$ cat config.mk
export PLATFORM = sky130hd
export DESIGN_NAME = sc_return_addr_stack
export DESIGN_NICKNAME = d
export VERILOG_FILES = /design/src/rtl/sc_rstk_pkg.sv /design/src/rtl/sc_rstk_mem.sv /design/src/rtl/sc_return_addr_stack.sv
export SDC_FILE = /design/constraint.sdc
export NUM_CORES = 1
export LEC_CHECK = 0
export CAP_MARGIN = 0
export CORE_ASPECT_RATIO = 1.2
export CORE_MARGIN = 2
export CORE_UTILIZATION = 40
export DETAILED_ROUTE_END_ITERATION = 10
export GPL_TIMING_DRIVEN = 0
export HOLD_SLACK_MARGIN = 0.02
export MAX_ROUTING_LAYER = met4
export PLACE_DENSITY = 0.65
export SETUP_SLACK_MARGIN = 0.5
export SYNTH_ARGS = -nofsm -noshare
export SYNTH_HDL_FRONTEND = slang
export SYNTH_SLANG_ARGS = --single-unit
$ cat constraint.sdc
create_clock -name SC_CSAI_CLOCK_50 -period 6.5 [get_ports SC_CSAI_CLOCK_50]
set_clock_uncertainty 0.1 [all_clocks]
set_input_delay 1.625 -clock SC_CSAI_CLOCK_50 [delete_from_list [all_inputs] [get_ports SC_CSAI_CLOCK_50]]
set_output_delay 1.625 -clock SC_CSAI_CLOCK_50 [all_outputs]
set_load 0.1 [all_outputs]
$ cat src/rtl/sc_rstk_pkg.sv
// Shared types for the return-address stack: FSM states and the push/pop op decode.
package sc_rstk_pkg;

  typedef enum logic [1:0] {
    S_EMPTY,
    S_PARTIAL,
    S_FULL
  } rstk_state_t;

  // Encoded as {push, pop} so the request pins cast straight to an op.
  typedef enum logic [1:0] {
    NOP     = 2'b00,
    POP     = 2'b01,
    PUSH    = 2'b10,
    REPLACE = 2'b11
  } rstk_op_t;

endpackage

$ cat src/rtl/sc_rstk_mem.sv
// Return-stack storage: one synchronous write port, one asynchronous read port, no reset.
module sc_rstk_mem #(
  parameter int DATAWIDTH = 11,
  parameter int DEPTH     = 8,
  parameter int PTRWIDTH  = 3
) (
  input  logic                 clk,
  input  logic                 we,
  input  logic [PTRWIDTH-1:0]  waddr,
  input  logic [DATAWIDTH-1:0] wdata,
  input  logic [PTRWIDTH-1:0]  raddr,
  output logic [DATAWIDTH-1:0] rdata
);

  logic [DATAWIDTH-1:0] mem [DEPTH];

  always_ff @(posedge clk) begin
    if (we) mem[waddr] <= wdata;
  end

  assign rdata = mem[raddr];

endmodule

$ cat src/rtl/sc_return_addr_stack.sv
// Hardware return-address stack: push captures PC+1 on a call, pop returns it on a return.
module sc_return_addr_stack
  import sc_rstk_pkg::*;
#(
  parameter int DATAWIDTH_BUS_RSTK = 11,
  parameter int DEPTH_RSTK         = 8,
  parameter int PTRWIDTH_RSTK      = 3
) (
  input  logic                          SC_CSAI_CLOCK_50,
  input  logic                          SC_CSAI_RESET_InHigh,
  input  logic                          RSTK_CLEAR_InHigh,
  input  logic                          RSTK_PUSH_InHigh,
  input  logic                          RSTK_POP_InHigh,
  input  logic [DATAWIDTH_BUS_RSTK-1:0] RSTK_DATA_INPUT,
  output logic [DATAWIDTH_BUS_RSTK-1:0] RSTK_DATA_OUTPUT,
  output logic                          RSTK_VALID_OutHigh,
  output logic                          RSTK_EMPTY_OutHigh,
  output logic                          RSTK_FULL_OutHigh,
  output logic [PTRWIDTH_RSTK:0]        RSTK_COUNT,
  output logic                          RSTK_OVERFLOW_OutHigh,
  output logic                          RSTK_UNDERFLOW_OutHigh
);

  localparam logic [PTRWIDTH_RSTK:0] FULL_COUNT = (PTRWIDTH_RSTK+1)'(DEPTH_RSTK);

  rstk_state_t                   state, state_next;
  rstk_op_t                      op;
  logic [PTRWIDTH_RSTK:0]        count, count_next;
  logic [DATAWIDTH_BUS_RSTK-1:0] data_out, data_out_next;
  logic                          valid, valid_next;
  logic                          overflow, overflow_next;
  logic                          underflow, underflow_next;

  logic                          mem_we;
  logic [PTRWIDTH_RSTK-1:0]      mem_waddr;
  logic [PTRWIDTH_RSTK-1:0]      top_idx;
  logic [DATAWIDTH_BUS_RSTK-1:0] mem_rdata;

  assign op      = rstk_op_t'({RSTK_PUSH_InHigh, RSTK_POP_InHigh});
  // Wraps to DEPTH-1 when full, which is exactly the top slot.
  assign top_idx = count[PTRWIDTH_RSTK-1:0] - 1'b1;

  sc_rstk_mem #(
    .DATAWIDTH (DATAWIDTH_BUS_RSTK),
    .DEPTH     (DEPTH_RSTK),
    .PTRWIDTH  (PTRWIDTH_RSTK)
  ) u_mem (
    .clk   (SC_CSAI_CLOCK_50),
    .we    (mem_we),
    .waddr (mem_waddr),
    .wdata (RSTK_DATA_INPUT),
    .raddr (top_idx),
    .rdata (mem_rdata)
  );

  always_ff @(posedge SC_CSAI_CLOCK_50 or posedge SC_CSAI_RESET_InHigh) begin
    if (SC_CSAI_RESET_InHigh) begin
      state     <= S_EMPTY;
      count     <= '0;
      data_out  <= '0;
      valid     <= 1'b0;
      overflow  <= 1'b0;
      underflow <= 1'b0;
    end else begin
      state     <= state_next;
      count     <= count_next;
      data_out  <= data_out_next;
      valid     <= valid_next;
      overflow  <= overflow_next;
      underflow <= underflow_next;
    end
  end

  always_comb begin
    count_next     = count;
    data_out_next  = data_out;
    valid_next     = 1'b0;
    overflow_next  = overflow;
    underflow_next = underflow;
    mem_we         = 1'b0;
    mem_waddr      = count[PTRWIDTH_RSTK-1:0];
    state_next     = state;

    if (RSTK_CLEAR_InHigh) begin
      count_next     = '0;
      data_out_next  = '0;
      overflow_next  = 1'b0;
      underflow_next = 1'b0;
    end else begin
      unique case (op)
        PUSH: begin
          if (state == S_FULL) begin
            overflow_next = 1'b1;
          end else begin
            mem_we     = 1'b1;
            count_next = count + 1'b1;
          end
        end
        POP: begin
          if (state == S_EMPTY) begin
            underflow_next = 1'b1;
          end else begin
            data_out_next = mem_rdata;
            valid_next    = 1'b1;
            count_next    = count - 1'b1;
          end
        end
        REPLACE: begin
          valid_next = 1'b1;
          // Empty stack forwards the incoming address straight through.
          if (state == S_EMPTY) begin
            data_out_next = RSTK_DATA_INPUT;
          end else begin
            data_out_next = mem_rdata;
            mem_we        = 1'b1;
            mem_waddr     = top_idx;
          end
        end
        default: ;
      endcase
    end

    if (count_next == '0)             state_next = S_EMPTY;
    else if (count_next == FULL_COUNT) state_next = S_FULL;
    else                               state_next = S_PARTIAL;
  end

  assign RSTK_DATA_OUTPUT       = data_out;
  assign RSTK_VALID_OutHigh     = valid;
  assign RSTK_EMPTY_OutHigh     = (state == S_EMPTY);
  assign RSTK_FULL_OutHigh      = (state == S_FULL);
  assign RSTK_COUNT             = count;
  assign RSTK_OVERFLOW_OutHigh  = overflow;
  assign RSTK_UNDERFLOW_OutHigh = underflow;

endmodule
### Word level (Yosys, flattened, before mapping)

Memory sizes are Yosys's and may differ from the RTL's.
Cells that the tools add are included.

| storage, ports and cells | value |
|---|---|
| flip-flop bits (word level) | 20 |
| bits in writable memories | 88 |
| input port bits | 16 |
| output and inout port bits | 20 |
| logic and storage cells | 53 |
| memories kept | 1 |

Memory list:

| name | depth | bits a word | rd ports | clocked after memory_dff | write ports | line | RTL |
|---|---|---|---|---|---|---|---|
| u_mem.mem | 8 | 11 | 1 | 0 | 1 | sc_rstk_mem.sv:15 | `logic [DATAWIDTH-1:0] mem [DEPTH];` |

| cells by class | value |
|---|---|
| $add $sub $neg | 3 |
| eq/ne operators | 6 |
| muxes and demuxes | 27 |
| reduce and logical (&&, ||, !) cells | 10 |

Operator list:

| cell | count |
|---|---|
| 2-to-1 mux 11 bit | 3 |
| case mux 11 bit (2 select lines) | 1 |
| 2-to-1 mux 1 bit | 12 |
| 2-to-1 mux 4 bit | 3 |
| 2-to-1 mux 3 bit | 3 |
| case mux 4 bit (2 select lines) | 1 |
| nonzero test 2 bit | 4 |
| == test 2 bit, second input constant | 3 |
| AND reduction 2 bit | 3 |
| adder 4 x 1 -> 4 bit, second input constant | 1 |
| == test 4 bit, second input constant | 1 |
| logical NOT 4 bit | 1 |
| 2-to-1 mux 2 bit | 2 |
| case mux 1 bit (2 select lines) | 2 |
| subtractor 4 x 1 -> 4 bit, second input constant | 1 |
| inequality test 3 bit, second input constant | 1 |
| nonzero test 3 bit | 1 |
| subtractor 3 x 1 -> 3 bit, second input constant | 1 |
| == test 2 x 1 -> 1 bit, second input constant | 1 |
| logical NOT 2 bit | 1 |

### Logic depth before layout (Yosys ltp)

| depth | value |
|---|---|
| word-level depth | 7 |
| mapped depth | 10 |
| gate-level depth less buffers | 7 |

### By module

Synthesis repeated with hierarchy kept, for this count alone.

| unflattened totals | value |
|---|---|
| cells, all modules | 272 |
| area total of the unflattened synthesis | 4770.8 µm² |

Modules (own cells, without submodules):

| module | times used | cells an instance | area each (µm²) | seq. area each (µm²) |
|---|---|---|---|---|
| sc_rstk_mem | 1 | 139 | 3437.0 | 2642.5 |
| sc_return_addr_stack | 1 | 133 | 1333.8 | 500.5 |

### Worst setup path after synthesis

Ideal clock, no wire load.

| path | value |
|---|---|
| path type | reg-to-reg |
| start point | register state[1] |
| end point | memory u_mem.mem[4][0], enable pin |
| library setup time | 393 ps |
| arrival | 3392 ps |
| required time | 6007 ps |
| path slack | 2615 ps |
| cell stages (with the launch flop) | 6 |
| path buffers | 0 |
| clock period less this slack | 3885 ps |
| cell sequence | dfrtp_1 nor2_1 o21ai_0 nand2b_1 a21o_1 nor3_1 |

| between the ends | value |
|---|---|
| cells in the longest elaborated chain, start to end | 6 |
| elaborated cells between the ends (all ways) | 11 |
| those cells by class | 1 x eq/ne; 9 x mux; 1 x reduce/logical |

RTL lines:

| element | line | RTL |
|---|---|---|
| from (decl) | sc_return_addr_stack.sv:26 | `rstk_state_t state, state_next;` |
| from (signal assigned) | sc_return_addr_stack.sv:65 | `state <= state_next;` |
| logical NOT 2 bit * | -- |  |
| net RSTK_EMPTY_OutHigh | sc_return_addr_stack.sv:17 | `output logic RSTK_EMPTY_OutHigh,` |
| 2-to-1 mux 1 bit | sc_return_addr_stack.sv:111 | `if (state == S_EMPTY) begin` |
| case mux 1 bit (2 select lines) | sc_return_addr_stack.sv:90 | `unique case (op)` |
| 2-to-1 mux 1 bit | sc_return_addr_stack.sv:84 | `if (RSTK_CLEAR_InHigh) begin` |
| 2-to-1 mux 1 bit | sc_rstk_mem.sv:18 | `if (we) mem[waddr] <= wdata;` |
| 2-to-1 mux 1 bit (implied by the code) | sc_rstk_mem.sv:18 |  |
| to (decl) | sc_rstk_mem.sv:15 |  |

Mark *: on every way through the listed nets, which the timed path passes. The rest lies on a longest branch.

### Worst setup path after layout

| path | value |
|---|---|
| start point | register state[1] |
| end point | output RSTK_EMPTY_OutHigh |

| between the ends | value |
|---|---|
| cells in the longest elaborated chain, start to end | 1 |

RTL lines:

| element | line | RTL |
|---|---|---|
| logical NOT 2 bit | sc_return_addr_stack.sv:130 | `assign RSTK_EMPTY_OutHigh = (state == S_EMPTY);` |
| to (decl) | sc_return_addr_stack.sv:17 |  |

No other way between the ends.

==> flow_summary.toml <==
[clocking]
worstSkewPairLatency_ns = 0.35
cts_sinks = 108
ctsHoldBuffers = 0
cts_tree = "done"
postCtsSetupRepairBufs = 0
clk_pin_slew_ns = 0.07
cts_root_buffer = "clkbuf_16"
cts_buffers = 9
htreeDepth = 3
cts_resized = 0
cts_buffer_depth = 2

[outcome]
status = "finished clean"

[setup_path]
worstPathMaxFanout = 7
crit_required_ns = 4.78
crit_path_end_kind = "output pin"
critPathLaunchType = "flop"
cp_num_buf_inv = 1
critPathArrivalTime_ns = 2.41
critical-path-top-delay-family = "buffers and inverters"
cp_cell_sequence = "nor2_1 -> clkdlybuf4s50_1"
max_stage_delay_ns = 1.22
crit_path_top_delay_cell = "clkdlybuf4s50_1"
path_class = "flop to output pin"

[pwr]
combPwrFrac_pct = 20.3
power_mw = 1.62
leakagePower_nw = 1.85
power_frac_clock_pct = 30.8
p_sw_mw = 0.487
peakVddDrop_v = 0.000128
power_density_nw_per_um2 = 302
power.internal_mw = 1.13
power_switching_share_pct = 30.2
pwr-share-seq_pct = 48.8

[grt]
grt_use_total_pct = 18.1
grt_max_degree = 21
grt.overflow.total = 0
grt_antenna_before_repair = 0
grt_pass1_wl_mm = 15.5
grt_pass1_vias = 2734

[finish]
layout.nets = 341
layout-drive-gt1-share_pct = 18.8
insertedDiodeCount = 0
utilization_pct = 48.7
final_cells = 457
areaGrowthSynthToFinish_pct = 18.9
fin_area_um2 = 5350
fillers = 920

[yosys]
synth.distinct_cells = 45
syn_area_um2 = 4500
ys_seq_area_share_pct = 69.9
synth_edf_count = 88
yosys_warnings = 0
ys_ff_latch = 108
syn_nets = 291
synthCells = 270
ys.flop_type = "edfxtp_1"
synth-async-reset-ratio_pct = 18.5
avgSynthCellArea_um2 = 16.7

[timing]
clock.fmax_ghz = 0.242
finalSetupViolations = 0
drv_slew = 0
relSlewSlack_pct = 34.3
period_needed_ns = 4.13
grt_setup_unrepaired = "false"
finalCritPeriodShare_pct = 63.6
worst_pin_slew_ns = 0.982
tns_ns = 0
finalHoldViolCount = 0

[routing]
routed_wl_mm = 9.86
drtAntennaViolNets = 0
wl_per_cell_um = 21.6
vias = 2606
first_pass_iters = 5
drt-initial-drc-count = 188
drc = 0
viasPerCell = 5.70

[place]
place_congestion = 0.781
dpl.hpwl_mm = 6.40
dp.cells = 441
io_buffers = 35
placed_cell_area_um2 = 5080

[floorplanning]
die_area_um2 = 12100
coreArea_um2 = 11000
std_cell_rows = 42
fp.dieH_um = 120
initial_core_util_pct = 41.0
die_w_um = 101
ios = 36

[run]
drv_cap = 0

[worst_hold_path]
hp-class = "flop to flop"
==> routing by layer <==
layer	wire, µm	GRT usage, %
met1	4190	23.6
met2	4970	28.3
met3	484	3.26
met4	216	7.19
met5	0	-
==> final cells by class <==
| cell class | instances | area [µm²] | area share (%) |
|---|---|---|---|
| Buffer | 15 | 82.6 | 1.54 |
| Tap cell | 132 | 165 | 3.09 |
| Sequential cell | 108 | 3140 | 58.8 |
| Inverter | 9 | 33.8 | 0.632 |
| Clock buffer | 10 | 229 | 4.28 |
| Clock inverter | 6 | 41.3 | 0.772 |
| Multi-Input combinational cell | 138 | 1260 | 23.5 |
| Timing Repair Buffer | 39 | 395 | 7.39 |
==> stage by stage <==
| stage | worst slack, ns | hold WS, ns |
|---|---|---|
| final | 2.37 | 0.382 |
| after global routing | 2.19 | 0.433 |
| after CTS | 2.37 | 0.385 |
| after detailed placement | 2.07 | 0.370 |
| after global placement | 1.07 | 0.377 |
| after floorplan | 2.62 | 0.575 |
==> worst paths after layout <==
path                                      start             endpoint  slack, ns  cells after the start
max                                    state[1]   RSTK_EMPTY_OutHigh       2.37                      2
max in group asynchronous  SC_CSAI_RESET_InHigh  RSTK_DATA_OUTPUT[2]       4.11                      2
min reg2reg                 RSTK_DATA_OUTPUT[3]  RSTK_DATA_OUTPUT[3]       0.38                      2
min in group asynchronous  SC_CSAI_RESET_InHigh  RSTK_DATA_OUTPUT[9]       1.66                      2
min                         RSTK_DATA_OUTPUT[3]  RSTK_DATA_OUTPUT[3]       0.38                      2
max reg2reg                       RSTK_COUNT[0]      u_mem.mem[3][2]       3.06                      8
==> kinds of logic (layout without fill, tap and decap cells) <==
kind of cell	after synthesis	after routing	synth area share, %
DFF	108	108	69.9
AOI/OAI and AO/OA	48	48	7.73
adders and majority gates	5	5	1.39
xor gates and xnor gates	4	4	0.946
muxes	24	24	11.5
buffers and inverters	24	79	2.59
and+or+nand+nor	57	57	6.01
==> power by group through the flow <==
stage / clock network, mW / registers, mW / logic [mW]
2_1_floorplan: 0 / 0.909 / 0.129
3_3_place_gp: 0 / 0.804 / 0.326
3_5_place_dp: 0 / 0.805 / 0.329
4_1_cts: 0.511 / 0.790 / 0.331
5_1_grt: 0.532 / 0.792 / 0.348
6_report: 0.498 / 0.790 / 0.329
==> tightest hold or removal path, cell delays in order (launching register included) <==
cell     delay (ns)
dfrtp_1        0.35
nand2_1        0.05
o41ai_1        0.05
==> layout by cell type, fill, tap and decap left out, types with 2 or more instances in the layout <==
cell,Yosys,routed
clkbuf_1,5,6
and3_1,4,4
a21oi_1,6,6
mux2i_1,2,2
buf_6,1,5
o41ai_1,10,10
clkbuf_16,0,9
o21ai_0,6,6
buf_2,5,5
clkinv_2,0,3
edfxtp_1,88,88
nor3_2,1,5
buf_4,3,3
clkdlybuf4s50_1,0,35
o22ai_1,12,12
ha_1,5,5
and2_1,2,2
nand2b_1,4,4
inv_1,9,9
mux4_2,22,22
clkinv_4,0,3
dfrtp_1,20,20
nor2_1,19,19
nand2_1,15,15
xor2_1,3,3
==> sequential cells by signal, summed over array words and instances, names as in the netlist <==
signal / count
RSTK_COUNT: 4
RSTK_DATA_OUTPUT: 11
RSTK_OVERFLOW_OutHigh: 1
RSTK_UNDERFLOW_OutHigh: 1
RSTK_VALID_OutHigh: 1
state: 2
u_mem.mem: 88
==> synthesized netlist by cell type (5+ instances only) <==
cell	instances	area [µm²]
buf_2	5	25.0
o41ai_1	10	87.6
nor3_1	5	25.0
a21oi_1	6	30.0
nor2_1	19	71.3
o22ai_1	12	75.1
inv_1	9	33.8
mux4_2	22	495
dfrtp_1	20	500
o21ai_0	6	30.0
clkbuf_1	5	18.8
edfxtp_1	88	2640
ha_1	5	62.6
nand2_1	15	56.3
Note: power is estimated with default switching activity, not from simulation.
